<file path="src/rtl/id_ex_stage_pkg.sv">
// Purpose : shared definitions for the ID/EX pipeline register and its hazard unit.
// Latency : n/a (types, constants and helpers only).
// Backpressure: n/a.
// Contents: decode-control bit positions and packed view, forwarding select codes,
//           bubble control word, destination-register helper.
package id_ex_stage_pkg;

    localparam int CTRL_W = 9;

    // Bit positions inside the 9-bit control word
    // {RegDst, ALUSrc, ALUOp[1:0], MemRead, MemWrite, Branch, MemtoReg, RegWrite}.
    localparam int CTRL_REGDST   = 8;
    localparam int CTRL_ALUSRC   = 7;
    localparam int CTRL_ALUOP_HI = 6;
    localparam int CTRL_ALUOP_LO = 5;
    localparam int CTRL_MEMREAD  = 4;
    localparam int CTRL_MEMWRITE = 3;
    localparam int CTRL_BRANCH   = 2;
    localparam int CTRL_MEMTOREG = 1;
    localparam int CTRL_REGWRITE = 0;

    typedef struct packed {
        logic       reg_dst;
        logic       alu_src;
        logic [1:0] alu_op;
        logic       mem_read;
        logic       mem_write;
        logic       branch;
        logic       mem_to_reg;
        logic       reg_write;
    } ctrl_t;

    // ALU operand source selects.
    localparam logic [1:0] FWD_REG = 2'b00;  // register-file read
    localparam logic [1:0] FWD_WB  = 2'b01;  // WB_WriteRegData
    localparam logic [1:0] FWD_MEM = 2'b10;  // MEM_ALUResult

    // A bubble carries no side effects: no register or memory write, no branch.
    localparam logic [CTRL_W-1:0] CTRL_BUBBLE = 9'h000;

    // Destination register of an instruction: rd for R-type, rt otherwise.
    function automatic logic [4:0] dest_reg(input logic reg_dst,
                                            input logic [4:0] rt,
                                            input logic [4:0] rd);
        return reg_dst ? rd : rt;
    endfunction

endpackage

</file>
<file path="src/rtl/id_ex_stage_hazard_unit.sv">
// Purpose : load-use / data-hazard detection and next-cycle forwarding selects.
// Latency : purely combinational.
// Backpressure: stall=1 asks the caller to hold PC and IF/ID; a flush always wins (stall=0).
// Ports   : id_rs/id_rt decode sources; ex_* fields of the instruction now in EX;
//           mem_reg_write/mem_write_reg of the instruction in MEM; ex_flush squash;
//           stall, fwd1_d/fwd2_d next forwarding selects.
// Config  : ID_EX_FORWARD_EN defined -> forwarding + load-use stall only;
//           undefined -> no forwarding, stall on any EX/MEM producer match.
module hazard_unit
    import id_ex_stage_pkg::*;
(
    input  logic [4:0] id_rs,
    input  logic [4:0] id_rt,
    input  logic       ex_reg_dst,
    input  logic       ex_mem_read,
    input  logic       ex_reg_write,
    input  logic [4:0] ex_rt,
    input  logic [4:0] ex_rd,
    input  logic       mem_reg_write,
    input  logic [4:0] mem_write_reg,
    input  logic       ex_flush,
    output logic       stall,
    output logic [1:0] fwd1_d,
    output logic [1:0] fwd2_d
);

    logic [4:0] ex_dest;
    assign ex_dest = dest_reg(ex_reg_dst, ex_rt, ex_rd);

`ifdef ID_EX_FORWARD_EN

    // EX producer is nearer in program order, so it is checked first.
    function automatic logic [1:0] fwd_sel(input logic [4:0] src,
                                           input logic       ex_wr,
                                           input logic [4:0] ex_dst,
                                           input logic       mem_wr,
                                           input logic [4:0] mem_dst);
        logic [1:0] sel;
        sel = FWD_REG;
        if (src != 5'd0) begin
            if (ex_wr && (ex_dst == src)) begin
                sel = FWD_MEM;
            end else if (mem_wr && (mem_dst == src)) begin
                sel = FWD_WB;
            end
        end
        return sel;
    endfunction

    logic load_use;

    always_comb begin
        load_use = 1'b0;
        if (ex_mem_read && (ex_dest != 5'd0) &&
            ((ex_dest == id_rs) || (ex_dest == id_rt))) begin
            load_use = 1'b1;
        end
        stall  = load_use && !ex_flush;
        fwd1_d = fwd_sel(id_rs, ex_reg_write, ex_dest, mem_reg_write, mem_write_reg);
        fwd2_d = fwd_sel(id_rt, ex_reg_write, ex_dest, mem_reg_write, mem_write_reg);
    end

`else

    // Without forwarding, any in-flight producer of a source must drain to WB
    // (write-before-read register file) before the consumer may leave ID.
    function automatic logic src_hit(input logic [4:0] src,
                                     input logic       ex_wr,
                                     input logic [4:0] ex_dst,
                                     input logic       mem_wr,
                                     input logic [4:0] mem_dst);
        return (src != 5'd0) &&
               ((ex_wr && (ex_dst == src)) || (mem_wr && (mem_dst == src)));
    endfunction

    // A load also has RegWrite set, so it is covered by the generic match.
    logic unused_mem_read;
    assign unused_mem_read = ex_mem_read;

    always_comb begin
        stall  = (src_hit(id_rs, ex_reg_write, ex_dest, mem_reg_write, mem_write_reg) ||
                  src_hit(id_rt, ex_reg_write, ex_dest, mem_reg_write, mem_write_reg)) &&
                 !ex_flush;
        fwd1_d = FWD_REG;
        fwd2_d = FWD_REG;
    end

`endif

endmodule

</file>
<file path="src/rtl/id_ex_stage.sv">
// Purpose : ID/EX pipeline register of a 5-stage MIPS core with hazard handling.
// Latency : one cycle ID_* -> EX_*; Stall is combinational from ID and EX state.
// Backpressure: Stall=1 holds PC and IF/ID upstream while a bubble enters EX; EX_Flush overrides.
// Ports   : clk, rst_n (async, active-low); ID_* decode-stage values and controls;
//           MEM_RegWrite/MEM_WriteReg of the MEM-stage instruction; EX_Flush squash;
//           EX_* registered copies, EX_Forwarding1/2 operand selects; Stall.
// Config  : ID_EX_FORWARD_EN enables operand forwarding (see hazard_unit).
module id_ex_stage
    import id_ex_stage_pkg::*;
(
    input  logic        clk,
    input  logic        rst_n,
    input  logic [31:0] ID_PC4,
    input  logic [31:0] ID_Order,
    input  logic [31:0] ID_ExtendOrder,
    input  logic [31:0] ID_ReadData1,
    input  logic [31:0] ID_ReadData2,
    input  logic [8:0]  ID_Ctrl,
    input  logic        MEM_RegWrite,
    input  logic [4:0]  MEM_WriteReg,
    input  logic        EX_Flush,
    output logic [31:0] EX_PC4,
    output logic [31:0] EX_Order,
    output logic [31:0] EX_ExtendOrder,
    output logic [31:0] EX_ReadData1,
    output logic [31:0] EX_ReadData2,
    output logic [8:0]  EX_Ctrl,
    output logic [1:0]  EX_Forwarding1,
    output logic [1:0]  EX_Forwarding2,
    output logic        Stall
);

    logic [31:0] pc4_q, pc4_d;
    logic [31:0] order_q, order_d;
    logic [31:0] ext_q, ext_d;
    logic [31:0] rd1_q, rd1_d;
    logic [31:0] rd2_q, rd2_d;
    logic [8:0]  ctrl_q, ctrl_d;
    logic [1:0]  fwd1_q, fwd1_d;
    logic [1:0]  fwd2_q, fwd2_d;

    logic [1:0]  fwd1_next;
    logic [1:0]  fwd2_next;
    logic        stall;

    hazard_unit u_hazard (
        .id_rs         (ID_Order[25:21]),
        .id_rt         (ID_Order[20:16]),
        .ex_reg_dst    (ctrl_q[CTRL_REGDST]),
        .ex_mem_read   (ctrl_q[CTRL_MEMREAD]),
        .ex_reg_write  (ctrl_q[CTRL_REGWRITE]),
        .ex_rt         (order_q[20:16]),
        .ex_rd         (order_q[15:11]),
        .mem_reg_write (MEM_RegWrite),
        .mem_write_reg (MEM_WriteReg),
        .ex_flush      (EX_Flush),
        .stall         (stall),
        .fwd1_d        (fwd1_next),
        .fwd2_d        (fwd2_next)
    );

    // Data fields are captured unconditionally: in a bubble they are
    // don't-care because the zeroed controls suppress every side effect.
    always_comb begin
        pc4_d   = ID_PC4;
        order_d = ID_Order;
        ext_d   = ID_ExtendOrder;
        rd1_d   = ID_ReadData1;
        rd2_d   = ID_ReadData2;
        ctrl_d  = ID_Ctrl;
        fwd1_d  = fwd1_next;
        fwd2_d  = fwd2_next;
        // stall is already forced low by a flush, so both cases reduce to a bubble.
        if (EX_Flush || stall) begin
            ctrl_d = CTRL_BUBBLE;
            fwd1_d = FWD_REG;
            fwd2_d = FWD_REG;
        end
    end

    always_ff @(posedge clk or negedge rst_n) begin
        if (!rst_n) begin
            pc4_q   <= '0;
            order_q <= '0;
            ext_q   <= '0;
            rd1_q   <= '0;
            rd2_q   <= '0;
            ctrl_q  <= CTRL_BUBBLE;
            fwd1_q  <= FWD_REG;
            fwd2_q  <= FWD_REG;
        end else begin
            pc4_q   <= pc4_d;
            order_q <= order_d;
            ext_q   <= ext_d;
            rd1_q   <= rd1_d;
            rd2_q   <= rd2_d;
            ctrl_q  <= ctrl_d;
            fwd1_q  <= fwd1_d;
            fwd2_q  <= fwd2_d;
        end
    end

    assign EX_PC4         = pc4_q;
    assign EX_Order       = order_q;
    assign EX_ExtendOrder = ext_q;
    assign EX_ReadData1   = rd1_q;
    assign EX_ReadData2   = rd2_q;
    assign EX_Ctrl        = ctrl_q;
    assign EX_Forwarding1 = fwd1_q;
    assign EX_Forwarding2 = fwd2_q;
    assign Stall          = stall;

endmodule

</file>
<file path="config.mk">
export PLATFORM = sky130hd
export DESIGN_NAME = id_ex_stage
export DESIGN_NICKNAME = d
export VERILOG_FILES = /design/src/rtl/id_ex_stage_pkg.sv /design/src/rtl/id_ex_stage_hazard_unit.sv /design/src/rtl/id_ex_stage.sv
export SDC_FILE = /design/constraint.sdc
export NUM_CORES = 1
export LEC_CHECK = 0
export ABC_CLOCK_PERIOD_IN_PS = 4970
export BUFFER_PORTS_ARGS = -buffer_cell sky130_fd_sc_hd__buf_2
export CORE_ASPECT_RATIO = 0.7
export CORE_MARGIN = 5
export CORE_UTILIZATION = 32
export DETAILED_ROUTE_END_ITERATION = 6
export GPL_ROUTABILITY_DRIVEN = 0
export GPL_TIMING_DRIVEN = 0
export PLACE_DENSITY = 0.75
export SYNTH_ARGS = -nofsm -noshare
export SYNTH_HDL_FRONTEND = slang
export SYNTH_SLANG_ARGS = --single-unit
</file>
<file path="constraint.sdc">
create_clock -name clk -period 4.97 [get_ports clk]
set_input_delay 0.2485 -clock clk [delete_from_list [all_inputs] [get_ports clk]]
set_output_delay 0.2485 -clock clk [all_outputs]
set_load 0.02 [all_outputs]
</file>
After elaboration in Yosys (flattened, before gate mapping)

Index checks and enable logic that the tools add are counted.

$lt $le $gt $ge: 0
Equality and inequality tests: 4
$add $sub $neg: 0
Reduce and logical (&&, ||, !) cells: 14
$mul: 0
Multiplexer cells: 2
Shift operators: 0
Div/mod/pow operators: 0
Bitwise logic cells: 0

Operators with widths:

| kind               | number |
|---|---|
| == test 5 bit      | 4 |
| nonzero test 5 bit | 2 |
| two-way mux 9 bit  | 1 |
| logical AND 1 bit  | 7 |
| two-way mux 5 bit  | 1 |
| logical OR 1 bit   | 4 |
| zero test 1 bit    | 1 |

Output and inout port bits: 174
Bits in latches: 0
Bits in registers: 169
Bits in read-only memories: 0
Memories: 0
Bits of input ports: 178
Memory bits (writable): 0

Logic depth before layout (Yosys ltp)

Gate-level depths: netlist of the first run.

Word-level depth: 9
Gate-level depth with buffers: 6

By module

From an unflattened synthesis of the first run, not the netlist that was laid out.

Cell total of the unflattened synthesis: 234
Area, all modules: 4872.2 um^2

Modules (own cells, without submodules):

| module      | area each (um^2) | cells an instance | instances |
|---|---|---|---|
| id_ex_stage | 4499.3           | 188               | 1 |
| hazard_unit | 372.9            | 46                | 1 |

Worst setup path before layout of the first run

Ideal clock, no wire load.

Path kind: reg-to-output
Start: register ctrl_q[8], in the netlist EX_Ctrl[8]
End: output port Stall
Data arrival time: 1.685 ns
Cell stages (with the launch flop): 7
Slack: 3.036 ns
Buffers on the path: 1
Cell sequence: dfrtp_1 buf_6 mux2i_1 xor2_1 nand4_1 nor3_4 o31a_1

Longest elaborated chain between the ends: 7
Elaborated cells on any way between the ends: 11
Those cells by class: 2 x eq/ne; 1 x mux; 8 x reduce/logical

Ends and longest elaborated chain:

| item                   | line                          | text |
|---|---|---|
| start, declared        | id_ex_stage.sv:38             | `logic [8:0] ctrl_q, ctrl_d;` |
| start signal, assigned | id_ex_stage.sv:97             | `ctrl_q <= ctrl_d;` |
| two-way mux 5 bit *    | id_ex_stage_pkg.sv:45         | `return reg_dst ? rd : rt;` |
| == test 5 bit          | id_ex_stage_hazard_unit.sv:73 | `((ex_wr && (ex_dst == src)) \|\| (mem_wr && (mem_dst == src)));` |
| logical AND 1 bit      | id_ex_stage_hazard_unit.sv:73 |  |
| logical OR 1 bit       | id_ex_stage_hazard_unit.sv:73 |  |
| logical AND 1 bit      | id_ex_stage_hazard_unit.sv:72 | `return (src != 5'd0) &&` |
| logical OR 1 bit *     | id_ex_stage_hazard_unit.sv:81 | `stall = (src_hit(id_rs, ex_reg_write, ex_dest, mem_reg_write, mem_write_reg) \|\|` |
| logical AND 1 bit *    | id_ex_stage_hazard_unit.sv:82 | `src_hit(id_rt, ex_reg_write, ex_dest, mem_reg_write, mem_write_reg)) &&` |
| end, declared          | id_ex_stage.sv:30             | `output logic Stall` |

Every way passes the cells marked *; elsewhere a longest branch is shown, timed or not.

Worst setup path in the final report of the first run

Ends and elaborated chain as after synthesis.

==> flow_metrics.env, run 1 <==
export IMPL_min_from="ID_Order[17]"
export IMPL_netlist_area_sq_um=4750
export IMPL_n_fill_cell=1137
export IMPL_place_hpwl_microns=11900
export IMPL_cp_max_fo=10
export IMPL_synthCells=238
export IMPL_path_clk_slew_ns=0.07
export IMPL_yosys_warnings=0
export IMPL_reg2regPathDepth=6
export IMPL_dieArea_sq_um=17400
export IMPL_drive_gt1_frac=0.503
export IMPL_slew_violations=0
export IMPL_status="completed"
export IMPL_max_slew_margin=0.653
export IMPL_post_route_drc_count=0
export IMPL_synth_edf_count=0
export IMPL_setup_worst_path_start_class="flop"
export IMPL_synth_avg_cell_area_sq_um=20.0
export IMPL_vias=3986
export IMPL_period_needed_ns=2.63
export IMPL_ios=352
export IMPL_clk_latency_ns=0.41
export IMPL_worstPathRequired_ns=4.72
export IMPL_endpoint_kind="output port"
export IMPL_hold_viol=0
export IMPL_initial_utilization=0.325
export IMPL_cp_arrival_ns=2.38
export IMPL_routedWlPerCell_microns=17.6
export IMPL_vias_per_cell=4.10
export IMPL_synth_distinct_cells=18
export IMPL_p_sw_frac=0.266
export IMPL_synth_compound_area_frac=0.0103
export IMPL_synth_area_leader_cell="dfrtp_1"
export IMPL_yosys_top_cells_area="dfrtp_1 (89%), xnor2_1 (2.2%), xor2_1 (1.5%), buf_4 (1.1%), mux2i_1 (1.1%)"
export IMPL_cts_resized=0
export IMPL_worstMarginPinSlew_ns=0.520
export IMPL_drt_pass1_iterations=4
export IMPL_cpPeakStageDelay_ns=0.43
export IMPL_p_int_uw=2330
export IMPL_max_clock_freq_mhz=380
export IMPL_crit_type="flop to output port"
export IMPL_synth_xor_area_frac=0.0369
export IMPL_clockPowerShare=0.403
export IMPL_drt_iter0_markers=125
export IMPL_antenna_found_initial=0
export IMPL_ir_drop_mv=0.196
export IMPL_dieHeight_microns=112
export IMPL_grt_max_degree=109
export IMPL_layoutNonFillerInstCount=973
export IMPL_synth_most_common_cell="dfrtp_1"
export IMPL_pwr_density_cell_nw_per_um2=355
export IMPL_finalCritPeriodShare=0.529
export IMPL_skew_ns=0.0107
export IMPL_slowest_stage="nor3_4"
export IMPL_grt_util_all_layers=0.196
export IMPL_cts_root_buf="clkbuf_16"
export IMPL_grt_overflow_total=0
export IMPL_synthAdderAreaFrac=0
export IMPL_cts_made_buffers=17
export IMPL_min_path_cells=1
export IMPL_yosysTopAreaCellShare=0.891
export IMPL_crit_path_cell_trace="buf_6 > mux2i_1 > xor2_1 > nand4_1 > nor3_4 > o31a_1 > buf_2"
export IMPL_place_inst=784
export IMPL_synth_mux_area_frac=0.0105
export IMPL_antenna_left=0
export IMPL_grt_pass1_wl_microns=25800
export IMPL_synthTopCellsByCount="dfrtp_1 (169), xnor2_1 (12), nand3_1 (9), nor3_1 (9), xor2_1 (8)"
export IMPL_total_power_uw=3180
export IMPL_p_comb_frac=0.135
export IMPL_routed_wl_microns=17100
export IMPL_nets=943
export IMPL_cts_tree="done"
export IMPL_n_antenna_cell=0
export IMPL_ys_seq_area_frac=0.891
export IMPL_clockBufferDepth=2
export IMPL_rows=37
export IMPL_cts_setup_buffers=0
export IMPL_cts_max_level=4
export IMPL_seq_power_share=0.462
export IMPL_fp_dieW_microns=156
export IMPL_synth_top_family_by_area="XOR/XNOR gates"
export IMPL_hold_class="input pin to flop"
export IMPL_area_growth_pct=88.4
export IMPL_p_sw_uw=845
export IMPL_timing_rr_start="EX_Ctrl[8]$_DFF_PN0_"
export IMPL_r2r_slack_ns=3.07
export IMPL_grt_pass1_vias=4740
export IMPL_rsz0062_at_grt="false"
export IMPL_finalSetupViolCount=0
export IMPL_core_sq_um=14600
export IMPL_tns_ns=0
export IMPL_async_reset_ff_frac=1.00
export IMPL_whs_endpoint="EX_Order[17]$_DFF_PN0_"
export IMPL_io_buffers=347
export IMPL_r2r_end="EX_Ctrl[2]$_DFF_PN0_"
export IMPL_clock_sinks=169
export IMPL_hold_ws_ns=0.0274
export IMPL_p_leak_uw=0.00452
export IMPL_worstSetupStartpoint="EX_Ctrl[8]$_DFF_PN0_"
export IMPL_max_cap_violations=0
export IMPL_synth_flop_cell="dfrtp_1"
export IMPL_ys_seq_elements=169
export IMPL_synthSimpleGateAreaFrac=0.0343
export IMPL_ctsHoldBuffers=157
## power by group through the flow
stage	logic [uW]	clock network [uW]	registers, uW
6_report	429	1280	1470
5_1_grt	460	1380	1470
4_1_cts	430	1320	1470
3_5_place_dp	330	0	1490
3_3_place_gp	322	0	1490
2_1_floorplan	42.6	0	1580
## worst max-delay path by stage
stage,to,slack (ns),cells after the start
final,Stall,2.34,7
after global routing,Stall,2.15,7
after CTS,Stall,2.28,7
after detailed placement,Stall,2.73,7
after global placement,EX_ExtendOrder[8]$_DFF_PN0_,1.15,1
after floorplan,Stall,3.04,6
## cells by family after synthesis
logic type,Yosys count
DFF,169
xor gates and xnor gates,20
and+or+nand+nor,26
muxes,5
buffers and inverters,10
other,1
AOI/OAI and AO/OA,7
## routing by layer
metal	wire, microns	global-route usage
met5	0	0
met4	291	0.0589
met3	1550	0.0734
met2	9610	0.373
met1	5640	0.198
## registers in the layout, summed over array words and instances, names as in the netlist
signal          flops
EX_Ctrl             9
EX_ExtendOrder     32
EX_ReadData2       32
EX_PC4             32
EX_Order           32
EX_ReadData1       32
## final cells by class
cell class                      instances  area [sq um]  share of cell area
Sequential cell                       169          4230               0.473
Clock buffer                           18           439              0.0491
Multi-Input combinational cell         62           452              0.0505
Buffer                                  9          75.1             0.00839
Timing Repair Buffer                  505          3350               0.374
Tap cell                              195           244              0.0273
Clock inverter                         14           155              0.0173
Inverter                                1          3.75            0.000420
## cells in the final DEF (no fill, tap or decap), drive strengths merged
cell         synthesis  routed
buf                  9     357
dfrtp              169     169
dlygate4sd3          0     157
clkbuf               0      18
xnor2               12      12
nor3                11      11
nand3                9       9
xor2                 8       8
clkinv               1       8
inv                  0       6
mux2i                5       5
nand4                4       4
conb                 1       4
or4                  2       2
o21ai                2       2
o211ai               2       2
o22a                 1       1
o22ai                1       1
o31a                 1       1
clkinvlp             0       1
## critical path, delay by kind of cell, from the launching register on
| family | cells | cell delay, ns |
|---|---|---|
| buffers and inverters | 2 | 0.30 |
| AOI/OAI and AO/OA | 1 | 0.21 |
| xor gates and xnor gates | 1 | 0.19 |
| muxes | 1 | 0.32 |
| and+or+nand+nor | 2 | 0.59 |
| DFF | 1 | 0.36 |
## through the flow
stage	util	worst slack (ns)	instance area (sq um)
3_3_place_gp	0.461	1.15	6740
4_1_cts	0.611	2.28	8940
3_5_place_dp	0.463	2.73	6780
6_report	0.611	2.34	8940
2_1_floorplan	-	3.04	4760
5_1_grt	0.611	2.15	8940
No activity file was read; power rests on OpenSTA's default activity.
==> run 2, diff against run 1 <==
- ABC_AREA: unset -> 1
- ABC_CLOCK_PERIOD_IN_PS: 4970 -> 2300
- PLACE_DENSITY: 0.75 -> 0.77
- clock period: 4.97 -> 2.3 ns (I/O delays scaled with it)
==> run 2 against run 1 <==
  * Worst setup slack lost 2.1 ns
  * Clock skew shrank 0.0034 ns
  * Combinational power grew 120%
  * Area after synthesis grew 2.7%
  * Via count grew 10%
  * Sequential share of layout area shrank 1.3 points
  * Synthesized cell count grew 30%
  * Utilization grew 0.89 points
==> flow_metrics.env, run 2 <==
export IMPL_status="completed"
export IMPL_route_met2_wl_microns=9630
export IMPL_seq_power_share=0.461
export IMPL_synth_area_leader_cell="dfrtp_1"
export IMPL_synth_most_common_cell="dfrtp_1"
export IMPL_synth_compound_area_frac=0.0121
export IMPL_p_comb_frac=0.140
export IMPL_synth_top_family_by_area="simple AND/OR/NAND/NOR gates"
export IMPL_synth_edf_count=0
export IMPL_pwr_density_cell_nw_per_um2=748
export IMPL_clock_sinks=169
export IMPL_initial_utilization=0.329
export IMPL_timing_rr_start="EX_Ctrl[8]$_DFF_PN0_"
export IMPL_worstPathRequired_ns=2.18
export IMPL_antenna_left=0
export IMPL_clockPowerShare=0.399
export IMPL_worstSetupStartpoint="EX_Ctrl[8]$_DFF_PN0_"
export IMPL_p_int_uw=5040
export IMPL_yosys_warnings=0
export IMPL_synth_flop_cell="dfrtp_1"
export IMPL_routed_wl_microns=18000
export IMPL_setup_worst_path_start_class="flop"
export IMPL_wl_met1_microns=6310
export IMPL_cts_root_buf="clkbuf_16"
export IMPL_ios=352
export IMPL_dieArea_sq_um=17900
export IMPL_synthAdderAreaFrac=0
export IMPL_min_from="EX_Flush"
export IMPL_drt_iter0_markers=166
export IMPL_io_buffers=347
export IMPL_mostFrequentLayoutCells="buf_2 (346), dlygate4sd3_1 (170), dfrtp_1 (169)"
export IMPL_rows=37
export IMPL_grt_pass1_vias=5164
export IMPL_p_sw_frac=0.267
export IMPL_post_route_drc_count=0
export IMPL_place_inst=856
export IMPL_n_fill_cell=1143
export IMPL_place_hpwl_microns=12000
export IMPL_synth_avg_cell_area_sq_um=15.7
export IMPL_cp_max_fo=10
export IMPL_skew_ns=0.00728
export IMPL_drive_gt1_frac=0.458
export IMPL_endpoint_kind="output port"
export IMPL_cpPeakStageDelay_ns=0.39
export IMPL_area_growth_pct=88.4
export IMPL_worstMarginPinSlew_ns=0.639
export IMPL_slowest_stage="dfrtp_1"
export IMPL_vias_per_cell=4.13
export IMPL_core_sq_um=14800
export IMPL_crit_buf_inv=3
export IMPL_ys_seq_area_frac=0.867
export IMPL_netlist_area_sq_um=4880
export IMPL_regArea_sq_um=4230
export IMPL_async_reset_ff_frac=1.00
export IMPL_crit_path_cell_trace="buf_6 > inv_6 > nand2_1 > nand3_1 > nand2_1 > nor2_1 > nand3_1 > nand2_1 > nand2_2 > a21oi_1 > buf_2"
export IMPL_routed_top_layer="met4"
export IMPL_max_slew_margin=0.574
export IMPL_cp_top_family="simple AND/OR/NAND/NOR gates"
export IMPL_reg2regPathDepth=12
export IMPL_p_sw_uw=1840
export IMPL_path_clk_slew_ns=0.06
export IMPL_finalCritPeriodShare=0.892
export IMPL_tns_ns=0
export IMPL_rsz0062_at_grt="false"
export IMPL_finalInstanceArea_sq_um=9190
export IMPL_placed_cell_area_sq_um=6910
export IMPL_period_needed_ns=2.05
export IMPL_grt_overflow_total=0
export IMPL_clk_latency_ns=0.41
export IMPL_met3_length_microns=1670
export IMPL_p_leak_uw=0.00481
export IMPL_synthCells=310
export IMPL_cts_made_buffers=17
export IMPL_synth_xor_area_frac=0.00180
export IMPL_synthSimpleGateAreaFrac=0.0790
export IMPL_cts_max_level=4
export IMPL_routedWlPerCell_microns=17.0
export IMPL_hold_ws_ns=0.0797
export IMPL_crit_type="flop to output port"
export IMPL_ys_seq_elements=169
export IMPL_max_clock_freq_mhz=488
export IMPL_grt_util_all_layers=0.205
export IMPL_cp_depth=11
export IMPL_grt_max_degree=86
export IMPL_dieHeight_microns=113
export IMPL_vias=4383
export IMPL_crit_path_frequent_cell="nand2_1"
export IMPL_finalSetupViolCount=0
export IMPL_cp_arrival_ns=1.94
export IMPL_grt_pass1_wl_microns=27600
export IMPL_synthTopCellsByCount="dfrtp_1 (169), nand2_1 (37), inv_1 (32)"
export IMPL_max_cap_violations=0
export IMPL_synth_distinct_cells=17
export IMPL_multi_input_area_sq_um=468
export IMPL_cts_setup_buffers=0
export IMPL_min_path_cells=4
export IMPL_hold_class="input pin to flop"
export IMPL_synth_mux_area_frac=0
export IMPL_yosys_top_cells_area="dfrtp_1 (87%), nand2_1 (2.8%), inv_1 (2.5%), nand3_1 (2.3%), nor2_1 (1.5%)"
export IMPL_ir_drop_mv=0.477
export IMPL_cts_tree="done"
export IMPL_slew_violations=0
export IMPL_yosysTopAreaCellShare=0.867
export IMPL_mostFrequentLayoutCell="buf_2"
export IMPL_layoutNonFillerInstCount=1060
export IMPL_fp_dieW_microns=158
export IMPL_clockBufferDepth=2
export IMPL_nets=1028
export IMPL_antenna_found_initial=2
export IMPL_hold_viol=0
export IMPL_drt_pass1_iterations=4
## run 2: cell types whose count changed after synthesis, sizes merged, moves of 4 or more
| cell | previous run | this run |
|---|---|---|
| nand2 | 0 | 41 |
| inv | 0 | 33 |
| nor2 | 0 | 21 |
| nand3 | 9 | 23 |
| xnor2 | 12 | 0 |
| nor3 | 11 | 2 |
| xor2 | 8 | 1 |
| mux2i | 5 | 0 |
| a21oi | 0 | 4 |
| nand4 | 4 | 0 |
## run 2: cell type report
type / instances / area share
Clock buffer: 19 / 0.0482
Antenna cell: 2 / 0.000545
Multi-Input combinational cell: 103 / 0.0509
Tap cell: 195 / 0.0266
Sequential cell: 169 / 0.460
Timing Repair Buffer: 518 / 0.378
Inverter: 33 / 0.0140
Clock inverter: 13 / 0.0143
Buffer: 8 / 0.00694
## run 2: tightest hold or removal path: stages
cell,delay (ns)
buf_2,0.09
inv_1,0.06
nand3_4,0.15
nor2_2,0.04
## run 2: worst paths after layout
path	end	slack, ns
min reg2reg	EX_Ctrl[8]$_DFF_PN0_	1.04
min	EX_Ctrl[8]$_DFF_PN0_	0.08
min in group asynchronous	EX_Order[27]$_DFF_PN0_	0.31
max	Stall	0.25
max reg2reg	EX_Ctrl[5]$_DFF_PN0_	0.71
max in group asynchronous	EX_ExtendOrder[18]$_DFF_PN0_	1.17
## run 2: logic make-up (layout without fill, tap and decap cells)
| kind of cell | after synthesis | count (layout) |
|---|---|---|
| flip-flops | 169 | 169 |
| AND/OR/NAND/NOR | 87 | 87 |
| buffers and inverters | 41 | 591 |
| AO/OA/AOI/OAI | 11 | 11 |
| other | 1 | 6 |
| XOR/XNOR | 1 | 1 |
## run 2: stage by stage
stage                     worst slack (ns)  power [uW]   util
after global placement               -1.37        3920  0.464
after detailed placement             0.681        3950  0.466
after global routing                0.0634        7190  0.620
after floorplan                      0.776        3530      -
after CTS                            0.229        6950  0.620
final                                0.249        6880  0.620
## run 2: timing repair
| item | in CTS | in global routing |
|---|---|---|
| hold endpoints to repair | 253 | 0 |
| gates resized for setup | 0 | 0 |
| hold buffers | 170 | 0 |
## run 2: power by group through the flow
stage          Combinational [uW]  Clock, uW  Sequential (uW)
2_1_floorplan                 102          0             3420
3_3_place_gp                  707          0             3220
3_5_place_dp                  728          0             3220
4_1_cts                       960       2820             3170
5_1_grt                      1040       2960             3190
6_report                      963       2740             3170
## run 2: metal layers
| metal | up-vias | GRT usage |
|---|---|---|
| li1 | 2029 | - |
| met5 | - | 0 |
| met2 | 222 | 0.370 |
| met4 | 0 | 0.0682 |
| met1 | 2097 | 0.218 |
| met3 | 35 | 0.0837 |
